===== src/rtl/sdp_mrdma_pkg.sv =====
// Shared definitions for the SDP MRDMA egress command path: descriptor
// field layout and the egress FSM state encoding.
package sdp_mrdma_pkg;

    localparam int CQ_PD_W      = 14;
    localparam int NBEAT_LSB    = 0;
    localparam int NBEAT_MSB    = 10;
    localparam int LINE_END_BIT = 11;
    localparam int SURF_END_BIT = 12;
    localparam int CUBE_END_BIT = 13;

    typedef enum logic [1:0] {
        ST_IDLE = 2'd0,
        ST_CMD  = 2'd1,
        ST_XFER = 2'd2,
        ST_DONE = 2'd3
    } eg_state_e;

    // Field order mirrors the context-queue payload bit positions above.
    typedef struct packed {
        logic                         cube_end;
        logic                         surf_end;
        logic                         line_end;
        logic [NBEAT_MSB-NBEAT_LSB:0] nbeat_m1;
    } eg_cmd_t;

    // Flags as they appear in the top bits of the datapath payload.
    function automatic logic [2:0] cmd_flags(input eg_cmd_t c);
        return {c.cube_end, c.surf_end, c.line_end};
    endfunction

endpackage


===== src/rtl/nv_nvdla_sdp_mrdma_eg_pipe.sv =====
// Single-entry valid/ready output register for the egress datapath.
// Payload only updates on an accepted input, so it is stable under stall.
module nv_nvdla_sdp_mrdma_eg_pipe #(
    parameter int W = 67
) (
    input  logic         clk_i,
    input  logic         rst_n_i,
    input  logic         in_vld_i,
    output logic         in_rdy_o,
    input  logic [W-1:0] in_pd_i,
    output logic         out_vld_o,
    input  logic         out_rdy_i,
    output logic [W-1:0] out_pd_o
);

    logic         vld_q;
    logic [W-1:0] pd_q;

    assign in_rdy_o  = !vld_q || out_rdy_i;
    assign out_vld_o = vld_q;
    assign out_pd_o  = pd_q;

    // Hold the beat until the consumer takes it; refill in the same cycle.
    always_ff @(posedge clk_i or negedge rst_n_i) begin
        if (!rst_n_i) begin
            vld_q <= 1'b0;
            pd_q  <= '0;
        end else begin
            if (in_rdy_o) vld_q <= in_vld_i;
            if (in_vld_i && in_rdy_o) pd_q <= in_pd_i;
        end
    end

endmodule


===== src/rtl/nv_nvdla_sdp_mrdma_eg_cmd.sv =====
// SDP MRDMA egress command consumer: pops read descriptors, counts DMA
// response beats against them and forwards data tagged with end flags.
// Optional stall counter: define NV_NVDLA_SDP_MRDMA_EG_PERF_EN.
module nv_nvdla_sdp_mrdma_eg_cmd
    import sdp_mrdma_pkg::*;
#(
    parameter int DW     = 64,
    parameter int BEAT_W = 11
) (
    input  logic                nvdla_core_clk,
    input  logic                nvdla_core_rstn,
    input  logic                op_load,
    input  logic                cq2eg_pvld,
    output logic                cq2eg_prdy,
    input  logic [CQ_PD_W-1:0]  cq2eg_pd,
    input  logic                dma_rd_rsp_pvld,
    output logic                dma_rd_rsp_prdy,
    input  logic [DW-1:0]       dma_rd_rsp_pd,
    output logic                eg2dp_pvld,
    input  logic                eg2dp_prdy,
    output logic [DW+2:0]       eg2dp_pd,
    output logic                eg_done,
    output logic                eg_busy,
    output logic [31:0]         perf_stall_cnt
);

    eg_state_e         state_q, state_d;
    eg_cmd_t           cmd_q, cmd_d;
    logic [BEAT_W-1:0] beat_cnt_q, beat_cnt_d;
    logic              busy_q, done_q, done_d;

    eg_cmd_t           cq_cmd;
    logic              xfer_vld, pipe_in_rdy, dma_acc, last_beat, drained;
    logic [DW+2:0]     pipe_in_pd;

    assign cq_cmd    = eg_cmd_t'(cq2eg_pd);
    assign xfer_vld  = (state_q == ST_XFER) && dma_rd_rsp_pvld;
    assign dma_acc   = xfer_vld && pipe_in_rdy;
    assign last_beat = dma_acc && (beat_cnt_q == BEAT_W'(cmd_q.nbeat_m1));
    assign drained   = !eg2dp_pvld || eg2dp_prdy;
    // Flags ride only on the final beat of a command.
    assign pipe_in_pd = {last_beat ? cmd_flags(cmd_q) : 3'b000, dma_rd_rsp_pd};
    assign done_d     = (state_q == ST_DONE) && drained;

    // FSM state, held descriptor and beat counter.
    always_ff @(posedge nvdla_core_clk or negedge nvdla_core_rstn) begin
        if (!nvdla_core_rstn) begin
            state_q    <= ST_IDLE;
            cmd_q      <= '0;
            beat_cnt_q <= '0;
        end else begin
            state_q    <= state_d;
            cmd_q      <= cmd_d;
            beat_cnt_q <= beat_cnt_d;
        end
    end

    // Next state: a non-cube last beat may chain straight into the next descriptor.
    always_comb begin
        state_d    = state_q;
        cmd_d      = cmd_q;
        beat_cnt_d = beat_cnt_q;
        unique case (state_q)
            ST_IDLE: if (op_load) state_d = ST_CMD;
            ST_CMD: begin
                if (cq2eg_pvld) begin
                    cmd_d      = cq_cmd;
                    beat_cnt_d = '0;
                    state_d    = ST_XFER;
                end
            end
            ST_XFER: begin
                if (last_beat) begin
                    if (cmd_q.cube_end) begin
                        state_d = ST_DONE;
                    end else if (cq2eg_pvld) begin
                        cmd_d      = cq_cmd;
                        beat_cnt_d = '0;
                    end else begin
                        state_d = ST_CMD;
                    end
                end else if (dma_acc) begin
                    beat_cnt_d = beat_cnt_q + 1'b1;
                end
            end
            ST_DONE: if (drained) state_d = ST_IDLE;
            default: state_d = ST_IDLE;
        endcase
    end

    // Handshake outputs decoded from the current state.
    always_comb begin
        cq2eg_prdy      = 1'b0;
        dma_rd_rsp_prdy = 1'b0;
        unique case (state_q)
            ST_CMD:  cq2eg_prdy = 1'b1;
            ST_XFER: begin
                dma_rd_rsp_prdy = pipe_in_rdy;
                cq2eg_prdy      = last_beat && !cmd_q.cube_end;
            end
            default: ;
        endcase
    end

    // Layer status: busy from the cycle after op_load until the done pulse.
    always_ff @(posedge nvdla_core_clk or negedge nvdla_core_rstn) begin
        if (!nvdla_core_rstn) begin
            busy_q <= 1'b0;
            done_q <= 1'b0;
        end else begin
            done_q <= done_d;
            if (done_d)                            busy_q <= 1'b0;
            else if (state_q == ST_IDLE && op_load) busy_q <= 1'b1;
        end
    end

    assign eg_done = done_q;
    assign eg_busy = busy_q;

    nv_nvdla_sdp_mrdma_eg_pipe #(.W(DW+3)) u_pipe (
        .clk_i     (nvdla_core_clk),
        .rst_n_i   (nvdla_core_rstn),
        .in_vld_i  (xfer_vld),
        .in_rdy_o  (pipe_in_rdy),
        .in_pd_i   (pipe_in_pd),
        .out_vld_o (eg2dp_pvld),
        .out_rdy_i (eg2dp_prdy),
        .out_pd_o  (eg2dp_pd)
    );

`ifdef NV_NVDLA_SDP_MRDMA_EG_PERF_EN
    logic [31:0] stall_cnt_q;

    // Saturating count of cycles the datapath refuses a held beat.
    always_ff @(posedge nvdla_core_clk or negedge nvdla_core_rstn) begin
        if (!nvdla_core_rstn)                                      stall_cnt_q <= '0;
        else if (op_load)                                          stall_cnt_q <= '0;
        else if (eg2dp_pvld && !eg2dp_prdy && stall_cnt_q != '1)   stall_cnt_q <= stall_cnt_q + 1'b1;
    end

    assign perf_stall_cnt = stall_cnt_q;
`else
    assign perf_stall_cnt = 32'd0;
`endif

endmodule


===== config.mk =====
export PLATFORM = sky130hd
export DESIGN_NAME = nv_nvdla_sdp_mrdma_eg_cmd
export DESIGN_NICKNAME = d
export VERILOG_FILES = /design/src/rtl/sdp_mrdma_pkg.sv /design/src/rtl/nv_nvdla_sdp_mrdma_eg_pipe.sv /design/src/rtl/nv_nvdla_sdp_mrdma_eg_cmd.sv
export SDC_FILE = /design/constraint.sdc
export NUM_CORES = 1
export LEC_CHECK = 0
export BUFFER_PORTS_ARGS = -buffer_cell sky130_fd_sc_hd__buf_4
export CORE_ASPECT_RATIO = 1.4
export CORE_MARGIN = 8
export CORE_UTILIZATION = 52
export CTS_CLUSTER_DIAMETER = 100
export DETAILED_ROUTE_END_ITERATION = 10
export PLACE_DENSITY = 0.86
export SYNTH_ARGS = -nofsm -noshare
export SYNTH_HDL_FRONTEND = slang
export SYNTH_SLANG_ARGS = --single-unit

===== constraint.sdc =====
create_clock -name nvdla_core_clk -period 3.5 [get_ports nvdla_core_clk]
set_input_delay 0.875 -clock nvdla_core_clk [delete_from_list [all_inputs] [get_ports nvdla_core_clk]]
set_output_delay 0.875 -clock nvdla_core_clk [all_outputs]
set_load 0.05 [all_outputs]

==> flow_results.org, run 1 <==
** Run status
- Status :: completed

** Worst setup path
- Required time of the critical path :: 3700 ps
- Along the worst path, the maximum fanout reaches 71.
- The critical path goes through inv_1 > ha_1 > buf_4 > and3_2 > buf_4 > o21ai_0 > o21ai_0 > o311ai_0.
- Signal arrival time at the worst endpoint :: 3220 ps
- Standard cell with the maximum stage delay on the critical path :: sky130_fd_sc_hd__o21ai_0
- Broken down by cell family, the worst path's largest delay share belongs to compound AO/OA/AOI/OAI gates.
- Crit-path max cell delay :: 580 ps
- Register-to-Register Setup Slack :: 480 ps
- Element type at the critical path start :: register
- The number of cells on the worst reg-to-reg path is 8.
- The worst register-to-register path begins at state_q[0]$_DFFE_PN0P_.
- The number of buffers and inverters on the critical path is 3.
- The worst setup path is captured at a register.
- By startpoint and endpoint, the worst setup path is classified as reg2reg.
- The worst register-to-register path ends at beat_cnt_q[7]$_DFFE_PN0P_.

** Timing
- The worst path needs roughly 3000 ps of the cycle, external delays included.
- Transition time at the pin with the least slew margin :: 1121 ps
- Final critical-path setup slack :: between 400 and 500 ps
- Setup violations remaining at the end of the flow were counted as 0.
- Hold timing on the final database bottoms out at a slack of 476.8 ps.
- Highest Clock Rate :: roughly 330 MHz
- Maximum clock skew at final layout :: between 6 and 7 ps
- Period utilization :: 86.30%
- RSZ-0062 raised after global routing :: false
- Endpoints failing hold :: 0
- After routing, the total negative slack on setup checks comes to 0 ps.
- Max-Slew Margin vs Limit :: 24.48%
- Number of pins with negative max-slew slack in the final report :: 0

** Synthesis
- Async S/R FF share, synth :: 100.0%
- Synthesis handed over a netlist of between 400 and 500 instances.
- The synthesized design contains between 90 and 100 register bits.
- By area the synthesized netlist is led by sky130_fd_sc_hd__dfrtp_1, sky130_fd_sc_hd__nand2_1, sky130_fd_sc_hd__buf_4.
- Area leader, netlist :: sky130_fd_sc_hd__dfrtp_1
- Yosys Warn Count :: 0
- The synthesized design contains 0 enable-type register cells.
- The synthesized netlist contains 44 unique library cells.
- Cell with the most instances after synthesis :: sky130_fd_sc_hd__nand2_1
- Summing every instance area after synthesis gives 4523 µm².
- By count the netlist is led by sky130_fd_sc_hd__nand2_1, sky130_fd_sc_hd__dfrtp_1, sky130_fd_sc_hd__buf_4.
- The average instance in the mapped netlist occupies 9.423 µm².
- Proportion of netlist area held by the largest area contributor :: 53.67%
- Seq/Total Area, Yosys :: 53.67%
- For this run, the leading register cell type out of synthesis is sky130_fd_sc_hd__dfrtp_1.

** Clocking
- Number of sinks handled by clock tree synthesis :: 97
- At the later pin of the worst-skew pair, clock insertion delay measures 350 ps.
- In this run the clock root is driven by a sky130_fd_sc_hd__clkbuf_16.
- Post-CTS timing repair inserted 0 buffers for setup.
- The number of hold buffers added after CTS was 0.
- Number of levels the H-tree was split into :: 3
- TritonCTS built the clock tree.
- After clock tree synthesis, the clock-pin slew on the worst setup and hold paths is 70 ps.
- The number of gates resized after CTS was 0.
- Maximum clock path buffer count :: 2
- In this run, CTS created clock tree buffers numbering 9.

** Global routing
- Largest net degree at the start of global routing :: 72
- Remaining global-route overflow :: 0
- Total global routing track utilization :: 19.96%
- The via count of the first global-routing pass was 3943.
- The number of antenna violations at the first check in global routing is 0.
- Global-route wire length before repair :: 19010 µm

** Power
- For this design the ratio of total power to cell area is 1015 nW/µm².
- Summed over all cells, the static leakage comes to 3.227 nW.
- VDD sags by at most 0.5908 mV.

** Routing
- Post-route ant nets :: 0
- DRC marker count from the first detailed-route iteration :: 171
- The detailed router placed 3765 vias in this run.
- Number of design rule violations left after detail routing :: 0
- Dividing the detail-routed wire length by the instance count gives 16.43 µm.
- Via density :: around 5.1
- The first TritonRoute pass finished after 6 iterations.
- Routed WL :: about 12000 µm

** Layout
- ANT cells :: 0
- The layout has between 600 and 700 filler cells.
- Non-Filler Instances :: approximately 740
- The final layout contains 714 nets.
- With fillers left out, the area of the finished cells amounts to ~6000 µm².
- Fraction of layout cells with a size suffix above 1 :: 31.27%
- Area growth from synthesis to final layout :: 31.87%

** Place
- Final weighted congestion of routability-driven global placement :: 0.7921
- After detailed placement, the total cell area comes to 5620 µm².
- OpenSTA, run right after detailed placement, puts the worst setup slack at 320.4 ps.
- The HPWL after detailed placement is ~8800 µm.
- Buffers placed on the I/O ports in this run total 155.
- The number of placed instances, taps included, is between 700 and 800.

** Die
- Die span in x :: 94.82 µm
- Chip Height :: 126.4 µm
- In this run the core area contains 40 standard-cell rows.
- Area of the placeable core :: between 8000 and 9000 µm²
- I/O pins :: 188
- For this configuration, the core starts out at a cell density of between 50% and 60%.
- Overall die area :: 11980 µm²

** Min path
- In this run the most critical hold path is launched from u_pipe.out_pd_o[53]$_DFFE_PN0P_.
- The worst hold path passes through 2 cells.
- The worst hold path belongs to the class reg2reg.
- For hold timing, the worst endpoint is u_pipe.out_pd_o[53]$_DFFE_PN0P_.

** Job
- Max-cap violations in this run came to 0.
through the flow:
stage	power (mW)	util, %
floorplan	4.011	-
global placement	4.849	66.06
detailed placement	4.938	66.06
CTS	6.090	70.10
global route	6.331	70.10
finish	6.051	70.10
area by class of cell:
cell class                      count  area [µm²]  area share, %
Clock inverter                      6       115.1          1.930
Multi-Input combinational cell    351        1826          30.61
Clock buffer                       10       229.0          3.839
Sequential cell                    97        2427          40.70
Tap cell                          105       131.4          2.203
Timing Repair Buffer              160        1214          20.35
Inverter                            6       22.52         0.3776
cells by family after synthesis:
kind of cell               count (synthesis)  share of synthesized area, %
xor gates and xnor gates                  11                         2.130
DFF                                       97                         53.67
adders and majority gates                  5                         1.383
other                                      1                       0.08291
muxes                                     13                         4.066
and+or+nand+nor                          254                         24.51
AOI/OAI and AO/OA                         36                         5.533
buffers and inverters                     63                         8.630
sequential cells by signal (all words and copies together) (netlist names):
signal            cells
u_pipe.out_vld_o      1
eg_busy               1
beat_cnt_q           11
eg_done               1
u_pipe.out_pd_o      67
cmd_q                14
state_q               2
tightest hold or removal path, stage by stage, from the launching register on:
cell	delay, ps
sky130_fd_sc_hd__dfrtp_1	340
sky130_fd_sc_hd__nand2_1	50
sky130_fd_sc_hd__nand2_1	60
cells in the final DEF, fill, tap and decap left out, types with 6 or more instances in the layout:
cell type                   synthesis  final
sky130_fd_sc_hd__nand2_1          203    202
sky130_fd_sc_hd__clkbuf_16          0      9
sky130_fd_sc_hd__nand3_1           12     12
sky130_fd_sc_hd__conb_1             1     32
sky130_fd_sc_hd__buf_4             32    159
sky130_fd_sc_hd__nand4_1           12     12
sky130_fd_sc_hd__nor2_1             6      6
sky130_fd_sc_hd__xor2_1            11     11
sky130_fd_sc_hd__inv_1              6      6
sky130_fd_sc_hd__dfrtp_1           97     97
sky130_fd_sc_hd__o21ai_0           16     16
sky130_fd_sc_hd__mux2_4            10     10
how the worst max path moves through the flow:
stage                           startpoint                        end  slack (ps)  depth (start not counted)
global route        state_q[0]$_DFFE_PN0P_  beat_cnt_q[7]$_DFFE_PN0P_         200                          8
global placement                eg2dp_prdy  beat_cnt_q[9]$_DFFE_PN0P_         500                          7
CTS                 state_q[0]$_DFFE_PN0P_  beat_cnt_q[7]$_DFFE_PN0P_         470                          8
floorplan                       eg2dp_prdy                 cq2eg_prdy         430                          7
finish              state_q[0]$_DFFE_PN0P_  beat_cnt_q[7]$_DFFE_PN0P_         480                          8
detailed placement              eg2dp_prdy  beat_cnt_q[8]$_DFFE_PN0P_         320                          7
power breakdown:
part	internal (mW)	switching [mW]	total, mW
registers	1.57	0.283	1.85
clock network	0.702	0.430	1.13
logic	0.924	2.15	3.07
total	3.19	2.86	6.05
per-layer routing:
| metal | global-route usage (%) | vias up | wire length (µm) | part of all wire, % |
|---|---|---|---|---|
| li1 | - | 1778 | - | - |
| met1 | 21.62 | 1789 | 4304 | 36 |
| met2 | 35.47 | 170 | 6587 | 55 |
| met3 | 4.900 | 28 | 788 | 6.5 |
| met4 | 8.579 | 0 | 392 | 3.2 |
| met5 | 0 | - | 0 | 0 |
(Power assumes the default switching activity.)
==> run 2, diff against run 1 <==
==> constraint.sdc (replaced) <==
create_clock -name nvdla_core_clk -period 3.5 [get_ports nvdla_core_clk]
set_input_delay 0.525 -clock nvdla_core_clk [delete_from_list [all_inputs] [get_ports nvdla_core_clk]]
set_output_delay 0.525 -clock nvdla_core_clk [all_outputs]
set_load 0.05 [all_outputs]
==> run 2 against run 1 <==
Effect of this change: die area stayed put; sequential share of layout area is 0.25 points higher; non-clock buffer count unchanged.
==> flow_results.org, run 2 (same netlist as run 1, synthesis figures left out) <==
** Clocking
- Number of sinks handled by clock tree synthesis :: 97 (unchanged)
- The post-CTS setup repair buffer count came to 0 (unchanged).
- Maximum clock path buffer count :: 2 (unchanged)
- The number of H-tree levels was 3 (unchanged).
- Clock Root Buffer :: sky130_fd_sc_hd__clkbuf_16
- Cts repair resizes :: 0 (unchanged)
- Total clock buffers created by CTS :: 9 (unchanged)
- TritonCTS clock tree :: done
- Clock insertion delay at the later pin of the skew report :: 340 ps (about the same)
- The CTS clock-pin slew for the worst setup and hold paths was 70 ps (about the same).

** Routing
- DRC marker count from the first detailed-route iteration :: 177 (+3.5%)
- The average wire per standard cell came to 16.18 µm (-1.5%).
- Number of design rule violations left after detail routing :: 0 (unchanged)
- Count of vias placed by the detailed router :: 3703 (-1.6%)
- The per-cell via count in the routed design was 5.038 (-1.6%).
- The count of nets left with antenna violations after detail routing is 0 (unchanged).
- Routed WL :: 11890 µm (-1.5%)
- The number of detailed-routing iterations run before antenna repair came to 4 (-2).

** Timing
- Endpoints failing hold :: 0 (unchanged)
- The minimum clock period came to 3135 ps (+114.3 ps).
- Period utilization :: 89.57% (+3.3 points)
- Max-Slew Margin vs Limit :: 31.58% (+7.1 points)
- Highest Clock Rate :: 319.0 MHz (-3.6%)
- Maximum clock skew at final layout :: 8.666 ps (+2.660 ps)
- Final Setup Violations :: 0 (unchanged)
- Setup repair after global routing left no endpoint under its margin.
- The setup TNS is 0 ps (unchanged).
- Transition time at the pin with the least slew margin :: 1016 ps (-105.4 ps)
- Number of pins with negative max-slew slack in the final report :: 0 (unchanged)

** Power
- The worst-case vdd ir drop was 0.6450 mV (+9.2%).
- Switch Pwr :: 2.831 mW (-0.94%)
- Internal power component :: 3.065 mW (-4.0%)
- The static leakage is 3.204 nW (-0.69%).
- The part of the power in the clock network came to 16.8% (-1.9 points).
- The share of total power consumed by net switching was 48.02% (+0.78 points).
- The power density relative to cell area was 994.6 nW/µm² (-2.0%).
- The sequential power share came to 31.3% (+0.7 points).
- Comb power frac :: 51.9% (+1.2 points)

** Worst setup path
- The data arrival time of the worst path came to 2610 ps (-610 ps).
- The largest fanout on the critical path came to 19 (-73%).
- Worst Path Buf+Inv :: 3 (unchanged)
- Traced cell by cell, the critical path runs through inv_1 > ha_1 > buf_4 > and3_2 > nand4_1 > nor2_1 > o21a_1 > buf_4.
- Standard cell with the maximum stage delay on the critical path :: sky130_fd_sc_hd__nand4_1
- Required time of the critical path :: 2970 ps (-730 ps)
- STA classifies the critical path endpoint as an output pin.
- The maximum cell stage delay along the critical path is 510 ps (-70 ps).
- Family of cells with the greatest summed delay on the critical path :: simple AND/OR/NAND/NOR gates
- The critical path is of the reg2out type.
- Critical path's most frequent cell :: sky130_fd_sc_hd__buf_4
- STA classifies the critical path startpoint as a register.

** Global routing
- The overall track demand over capacity in global routing was 19.93% (-0.034 points).
- The number of antenna violations at the first check in global routing was 0 (unchanged).
- Remaining global-route overflow :: 0 (unchanged)
- The global-route wire length before repair came to 18790 µm (-1.2%).
- Largest net degree at the start of global routing :: 95 (+32%)
- Via count of the first global-routing pass :: 3843 (-2.5%)

** Place
- The area of placed instances was 5613 µm² (-0.13%).
- Count of input and output buffers :: 155 (unchanged)
- The routability congestion estimate came to 0.8079 (+2.0%).
- Placed wire-length estimate after detailed placement :: 8653 µm (-1.9%)

** Layout
- The share of cells above drive strength 1 is 31.27% (unchanged).
- The area growth from synthesis to layout is 31.07%.
- Most frequent cells in the layout :: sky130_fd_sc_hd__nand2_1, sky130_fd_sc_hd__buf_4, sky130_fd_sc_hd__dfrtp_1, sky130_fd_sc_hd__conb_1, sky130_fd_sc_hd__o21ai_0
- Most common library cell in the layout ignoring fill and taps :: sky130_fd_sc_hd__nand2_1
- The total of fill cells in the finished design was 671 (+11%).
- Net count reported at finish :: 714 (unchanged)
- Number of flip-flops under the largest register name :: 67 (unchanged)
- ANT cells :: 0 (unchanged)
- Summed area of non-filler cells in the final layout :: 5928 µm² (-0.61%)

** Die
- The vertical extent of the die was 126.4 µm (unchanged).
- Area of the placeable core :: 8508 µm² (unchanged)
- The placement row count is 40 (unchanged).
- The area of the die is 11980 µm² (unchanged).
- Die span in x :: 94.82 µm (unchanged)
- The number of top-level pins came to 188 (unchanged).
- The starting utilization of the core area came to 53.16% (unchanged).

** Run status
- Status :: completed

** Min path
- Class of the tightest hold or removal check :: in2reg

** Job
- Max-cap viol count :: 0 (unchanged)
-- run 2: worst reg2reg max path: stages, from the launching register on --
cell	delay, ps
sky130_fd_sc_hd__dfrtp_1	410
sky130_fd_sc_hd__inv_1	130
sky130_fd_sc_hd__ha_1	170
sky130_fd_sc_hd__buf_4	230
sky130_fd_sc_hd__and3_2	230
sky130_fd_sc_hd__buf_4	550
sky130_fd_sc_hd__o21ai_0	550
sky130_fd_sc_hd__o21ai_0	330
sky130_fd_sc_hd__o311ai_0	170
-- run 2: through the flow --
stage / hold slack, ps / setup slack (ps) / instances / utilization (%) / power (mW)
after floorplan: 229.4 / 1025 / 511 / - / 4.011
after global routing: 366.7 / 196.7 / 735 / 69.68 / 6.201
after detailed placement: 329.8 / 608.0 / 718 / 65.97 / 4.937
after CTS: 359.2 / 373.7 / 735 / 69.68 / 5.955
final: 370.1 / 365.2 / 735 / 69.68 / 5.896
after global placement: 327.5 / 774.2 / 718 / 65.97 / 4.855
-- run 2: final timing paths --
path	start	to	slack, ps	cells past startpoint
max in group asynchronous	nvdla_core_rstn	u_pipe.out_pd_o[16]$_DFFE_PN0P_	2320	3
worst max register to register	state_q[0]$_DFFE_PN0P_	beat_cnt_q[6]$_DFFE_PN0P_	580	8
worst min register to register	u_pipe.out_pd_o[15]$_DFFE_PN0P_	u_pipe.out_pd_o[15]$_DFFE_PN0P_	480	2
min in group asynchronous	nvdla_core_rstn	u_pipe.out_pd_o[54]$_DFFE_PN0P_	520	2
worst max-delay path	state_q[0]$_DFFE_PN0P_	cq2eg_prdy	370	8
worst min-delay path	dma_rd_rsp_pd[4]	u_pipe.out_pd_o[4]$_DFFE_PN0P_	370	3
-- run 2: what timing repair did --
item                                    CTS  global route
hold buffers                              1             0
endpoints found under the setup margin    0             0
endpoints found under the hold margin     3             0
-- run 2: layout make-up --
class | instances | area [µm²] | share of cell area (%)
timing repair buffer | 160 | 1216 | 20.52
sequential | 97 | 2427 | 40.95
multi-input combinational | 351 | 1826 | 30.79
clock inverter | 6 | 66.31 | 1.119
inverter | 6 | 22.52 | 0.3799
clock buffer | 10 | 239.0 | 4.031
tap | 105 | 131.4 | 2.216
-- run 2: metal layers --
layer	GRT usage, %	wire [µm]	vias to the layer above
li1	-	-	1782
met4	10.61	325	0
met2	34.85	6358	154
met5	0	0	-
met3	4.723	809	22
met1	21.36	4400	1745
-- run 2: power by group through the flow --
stage	logic (mW)	clock network [mW]	registers, mW
CTS	3.09	1.02	1.85
global placement	3.02	0	1.84
global route	3.25	1.05	1.90
floorplan	0.998	0	3.01
finish	3.06	0.993	1.84
detailed placement	3.08	0	1.85
==> run 3, diff against run 2 <==
- ABC_AREA: default -> 1
- CORE_UTILIZATION: 52 -> 53
- PLACE_DENSITY: 0.86 -> 0.85
==> run 3 against run 2 <==
Effect of this change: combinational power rose by 8.2%; sequential cell count stayed put; global-route usage increased by 2.5 points; count of clock-buffer cells in the layout unchanged; non-clock buffer count stayed put; sequential share of layout area down 1.8 points; synthesized cell count up 28%; total power rose by 5.8%; critical endpoint unchanged; largest power group unchanged; highest routed layer unchanged.
==> flow_results.org, run 3 <==
** Run status
- The flow ran to the end, and the final reports show no timing, DRC or antenna violations.

** Worst setup path
- The number of cells traversed by the worst register-to-register path came to 11 (+3).
- The largest fanout on the critical path came to 8 (-11).
- Capturing element type of the critical path :: output pin
- Launch point of the worst reg-to-reg path :: state_q[0]$_DFFE_PN0P_
- The data arrival time of the worst path was 1950 ps (-660 ps).
- The critical path ends at cq2eg_prdy.
- In this run the critical register-to-register path is captured at cmd_q[12]$_DFFE_PN0P_.
- The critical path in this run is classified as reg2out.
- The worst setup path is launched from a register.
- The setup slack of the worst register-to-register path was 1280 ps (+700 ps).
- The most critical setup path has its startpoint at beat_cnt_q[5]$_DFFE_PN0P_.
- The required time at the worst-slack endpoint came to 2970 ps (about the same).

** Timing
- Endpoints failing hold :: 0 (unchanged)
- The fmax was 403.4 MHz (+26%).
- Setup repair after global routing left no endpoint under its margin.
- Transition time at the pin with the least slew margin :: 983.6 ps (-31.99 ps)
- Setup Total Neg Slack :: 0 ps (unchanged)
- The tightest slew margin relative to the limit was 33.99% (+2.4 points).
- Maximum clock skew at final layout :: 7.496 ps (-1.169 ps)
- Period utilization :: 70.83% (-19 points)
- The minimum clock period was 2479 ps (-655.9 ps).
- Final Setup Violations :: 0 (unchanged)
- The max-slew violation count was 0 (unchanged).
- The post-route worst setup slack was 1021 ps (+655.9 ps).

** Routing
- Post-route ant nets :: 0 (unchanged)
- Routed WL :: 13390 µm (+13%)
- The average wire per standard cell was 15.41 µm (-4.8%).
- The per-cell via count in the routed design is 4.918 (-2.4%).
- Count of vias placed by the detailed router :: 4274 (+15%)
- Number of design rule violations left after detail routing :: 0 (unchanged)
- The violation count after the first detailed-routing iteration was 272 (+54%).
- The number of detailed-routing iterations run before antenna repair was 4 (unchanged).

** Synthesis
- The count of cell types in the netlist is 29 (-34%).
- The most used flip-flop cell after synthesis is sky130_fd_sc_hd__dfrtp_1.
- The synthesized area per cell came to 7.835 µm² (-17%).
- The synthesized cell area is 4811 µm² (+6.4%).
- Number of synthesized register bits :: 97 (unchanged)
- The portion of synthesized cell area occupied by the leading cell type came to 50.46% (-3.2 points).
- Post-Synthesis Cells :: 614 (+28%)
- The part of the Yosys area used for sequential elements came to 50.46% (-3.2 points).
- The commonest cells after synthesis are sky130_fd_sc_hd__nand2_1, sky130_fd_sc_hd__dfrtp_1, sky130_fd_sc_hd__buf_4.
- The async set-reset flop share out of synthesis is 100.0% (unchanged).
- Cells taking the most area after synthesis :: sky130_fd_sc_hd__dfrtp_1, sky130_fd_sc_hd__nand2_1, sky130_fd_sc_hd__buf_4
- Area leader, netlist :: sky130_fd_sc_hd__dfrtp_1
- Yosys Warn Count :: 0 (unchanged)
- Number of synthesized flops with an enable pin :: 0 (unchanged)
- The most common cell in the synthesized netlist is sky130_fd_sc_hd__nand2_1.

** Layout
- Area growth from synthesis to final layout :: 28.84%
- The post-route cell area came to 6198 µm² (+4.6%).
- In the layout the commonest cells are sky130_fd_sc_hd__nand2_1, sky130_fd_sc_hd__buf_4, sky130_fd_sc_hd__dfrtp_1, sky130_fd_sc_hd__conb_1, sky130_fd_sc_hd__inv_1.
- Most common library cell in the layout ignoring fill and taps :: sky130_fd_sc_hd__nand2_1
- Number of flip-flops under the largest register name :: 67 (unchanged)
- The share of cells above drive strength 1 came to 25.85% (-5.4 points).
- The number of nets in the layout was 846 (+18%).
- The number of antenna diodes came to 0 (unchanged).
- The share of the core filled with cells in the final layout is 69.44% (-0.23 points).

** Global routing
- Global-route wire length before repair :: 21860 µm (+16%)
- The number of antenna violations at the first check in global routing came to 0 (unchanged).
- The overall track demand over capacity in global routing came to 22.41% (+2.5 points).
- The global-route congestion overflow total is 0 (unchanged).
- The via count of the first global-routing pass was 4593 (+20%).
- The maximum number of pins on one net before global-route repair was 68 (-28%).

** Job
- Max-cap viol count :: 0 (unchanged)

** Place
- The routability congestion estimate is 0.8854 (+9.6%).
- Worst slack, placed :: 1149 ps (+540.5 ps)
- The area of placed instances came to 5886 µm² (+4.9%).
- Placed wire-length estimate after detailed placement :: 10150 µm (+17%)
- The number of buffers inserted by port buffering came to 155 (unchanged).

** Power
- Cell area power density :: 1006 nW/µm² (+1.2%)
- The worst-case vdd ir drop was 0.7386 mV (+15%).
- Leak pwr :: 3.540 nW (+10%)
- Final total power :: 6.237 mW (+5.8%)

** Clocking
- Maximum clock path buffer count :: 2 (unchanged)
- Clock insertion delay at the later pin of the skew report :: 350 ps (about the same)
- Number of levels the H-tree was split into :: 3 (unchanged)
- The CTS clock-pin slew for the worst setup and hold paths came to 70 ps (about the same).
- Cts repair resizes :: 0 (unchanged)
- Clock Root Buffer :: sky130_fd_sc_hd__clkbuf_16
- TritonCTS built the clock tree.
- The total clock sinks came to 97 (unchanged).
- The number of buffers created by CTS was 9 (unchanged).
- Quantity of hold-fixing buffers added after cts :: 0 (-1)
- The post-CTS setup repair buffer count came to 0 (unchanged).

** Die
- The area of the die is 12430 µm² (+3.7%).
- The placement row count was 41 (+2.5%).
- Chip Height :: 128.7 µm (+1.9%)
- The horizontal extent of the die is 96.52 µm (+1.8%).
- Area of the placeable core :: 8926 µm² (+4.9%)
- Initial cell density of the core :: 53.90% (+0.74 points)
- I/O pins :: 188 (unchanged)

** Min path
- Class of the tightest hold or removal check :: in2async
run 3: critical path, stage by stage, from the launching register on:
cell                      delay (ps)
sky130_fd_sc_hd__dfrtp_1         510
sky130_fd_sc_hd__inv_2            60
sky130_fd_sc_hd__nand2_1          60
sky130_fd_sc_hd__nand2_1          50
sky130_fd_sc_hd__nor2_1          150
sky130_fd_sc_hd__nand2_1         110
sky130_fd_sc_hd__nor2_1          150
sky130_fd_sc_hd__nand3_1         100
sky130_fd_sc_hd__nor2_1          100
sky130_fd_sc_hd__o21a_1          120
sky130_fd_sc_hd__buf_4           190
run 3: worst min-delay path by stage:
stage	from	endpoint	slack [ps]	depth (start not counted)
global placement	u_pipe.out_pd_o[56]$_DFFE_PN0P_	u_pipe.out_pd_o[56]$_DFFE_PN0P_	460	2
floorplan	nvdla_core_rstn	beat_cnt_q[0]$_DFFE_PN0P_	230	0
detailed placement	u_pipe.out_pd_o[31]$_DFFE_PN0P_	u_pipe.out_pd_o[31]$_DFFE_PN0P_	460	2
CTS	nvdla_core_rstn	state_q[1]$_DFFE_PN0P_	260	1
global route	nvdla_core_rstn	state_q[1]$_DFFE_PN0P_	290	1
finish	nvdla_core_rstn	state_q[1]$_DFFE_PN0P_	230	1
run 3: per-stage QoR:
| step | hold WS, ps | cells |
|---|---|---|
| after floorplan | 229.4 | 645 |
| after global placement | 456.1 | 853 |
| after detailed placement | 459.5 | 853 |
| after CTS | 256.1 | 869 |
| after global routing | 290.8 | 869 |
| final | 227.1 | 869 |
run 3: kinds of logic after synthesis:
kind of cell,count (synthesis),synth area share [%]
xor gates and xnor gates,8,1.456
buffers and inverters,96,10.82
AOI/OAI and AO/OA,15,2.081
other,1,0.07795
and+or+nand+nor,392,33.81
adders and majority gates,5,1.300
DFF,97,50.46
run 3: area by class of cell:
type | instances | area, µm²
clock buffers | 10 | 239.0
clock inverters | 6 | 73.82
fillers | 723 | 2728
inverters | 37 | 138.9
multi-input cells | 452 | 1984
flip-flops and latches | 97 | 2427
well taps | 107 | 133.9
repair buffers | 160 | 1201
run 3: where the power goes:
part           internal, mW  switching, mW
logic                 0.922           2.39
registers              1.57          0.324
clock network         0.583          0.448
total                  3.08           3.16
run 3: routing by layer:
| metal | wire, µm | track usage [%] | vias up |
|---|---|---|---|
| met5 | 0 | 0 | - |
| met4 | 305 | 9.750 | 0 |
| met3 | 1142 | 7.051 | 24 |
| met2 | 7024 | 38.34 | 152 |
| met1 | 4915 | 24.54 | 1986 |
| li1 | - | - | 2112 |
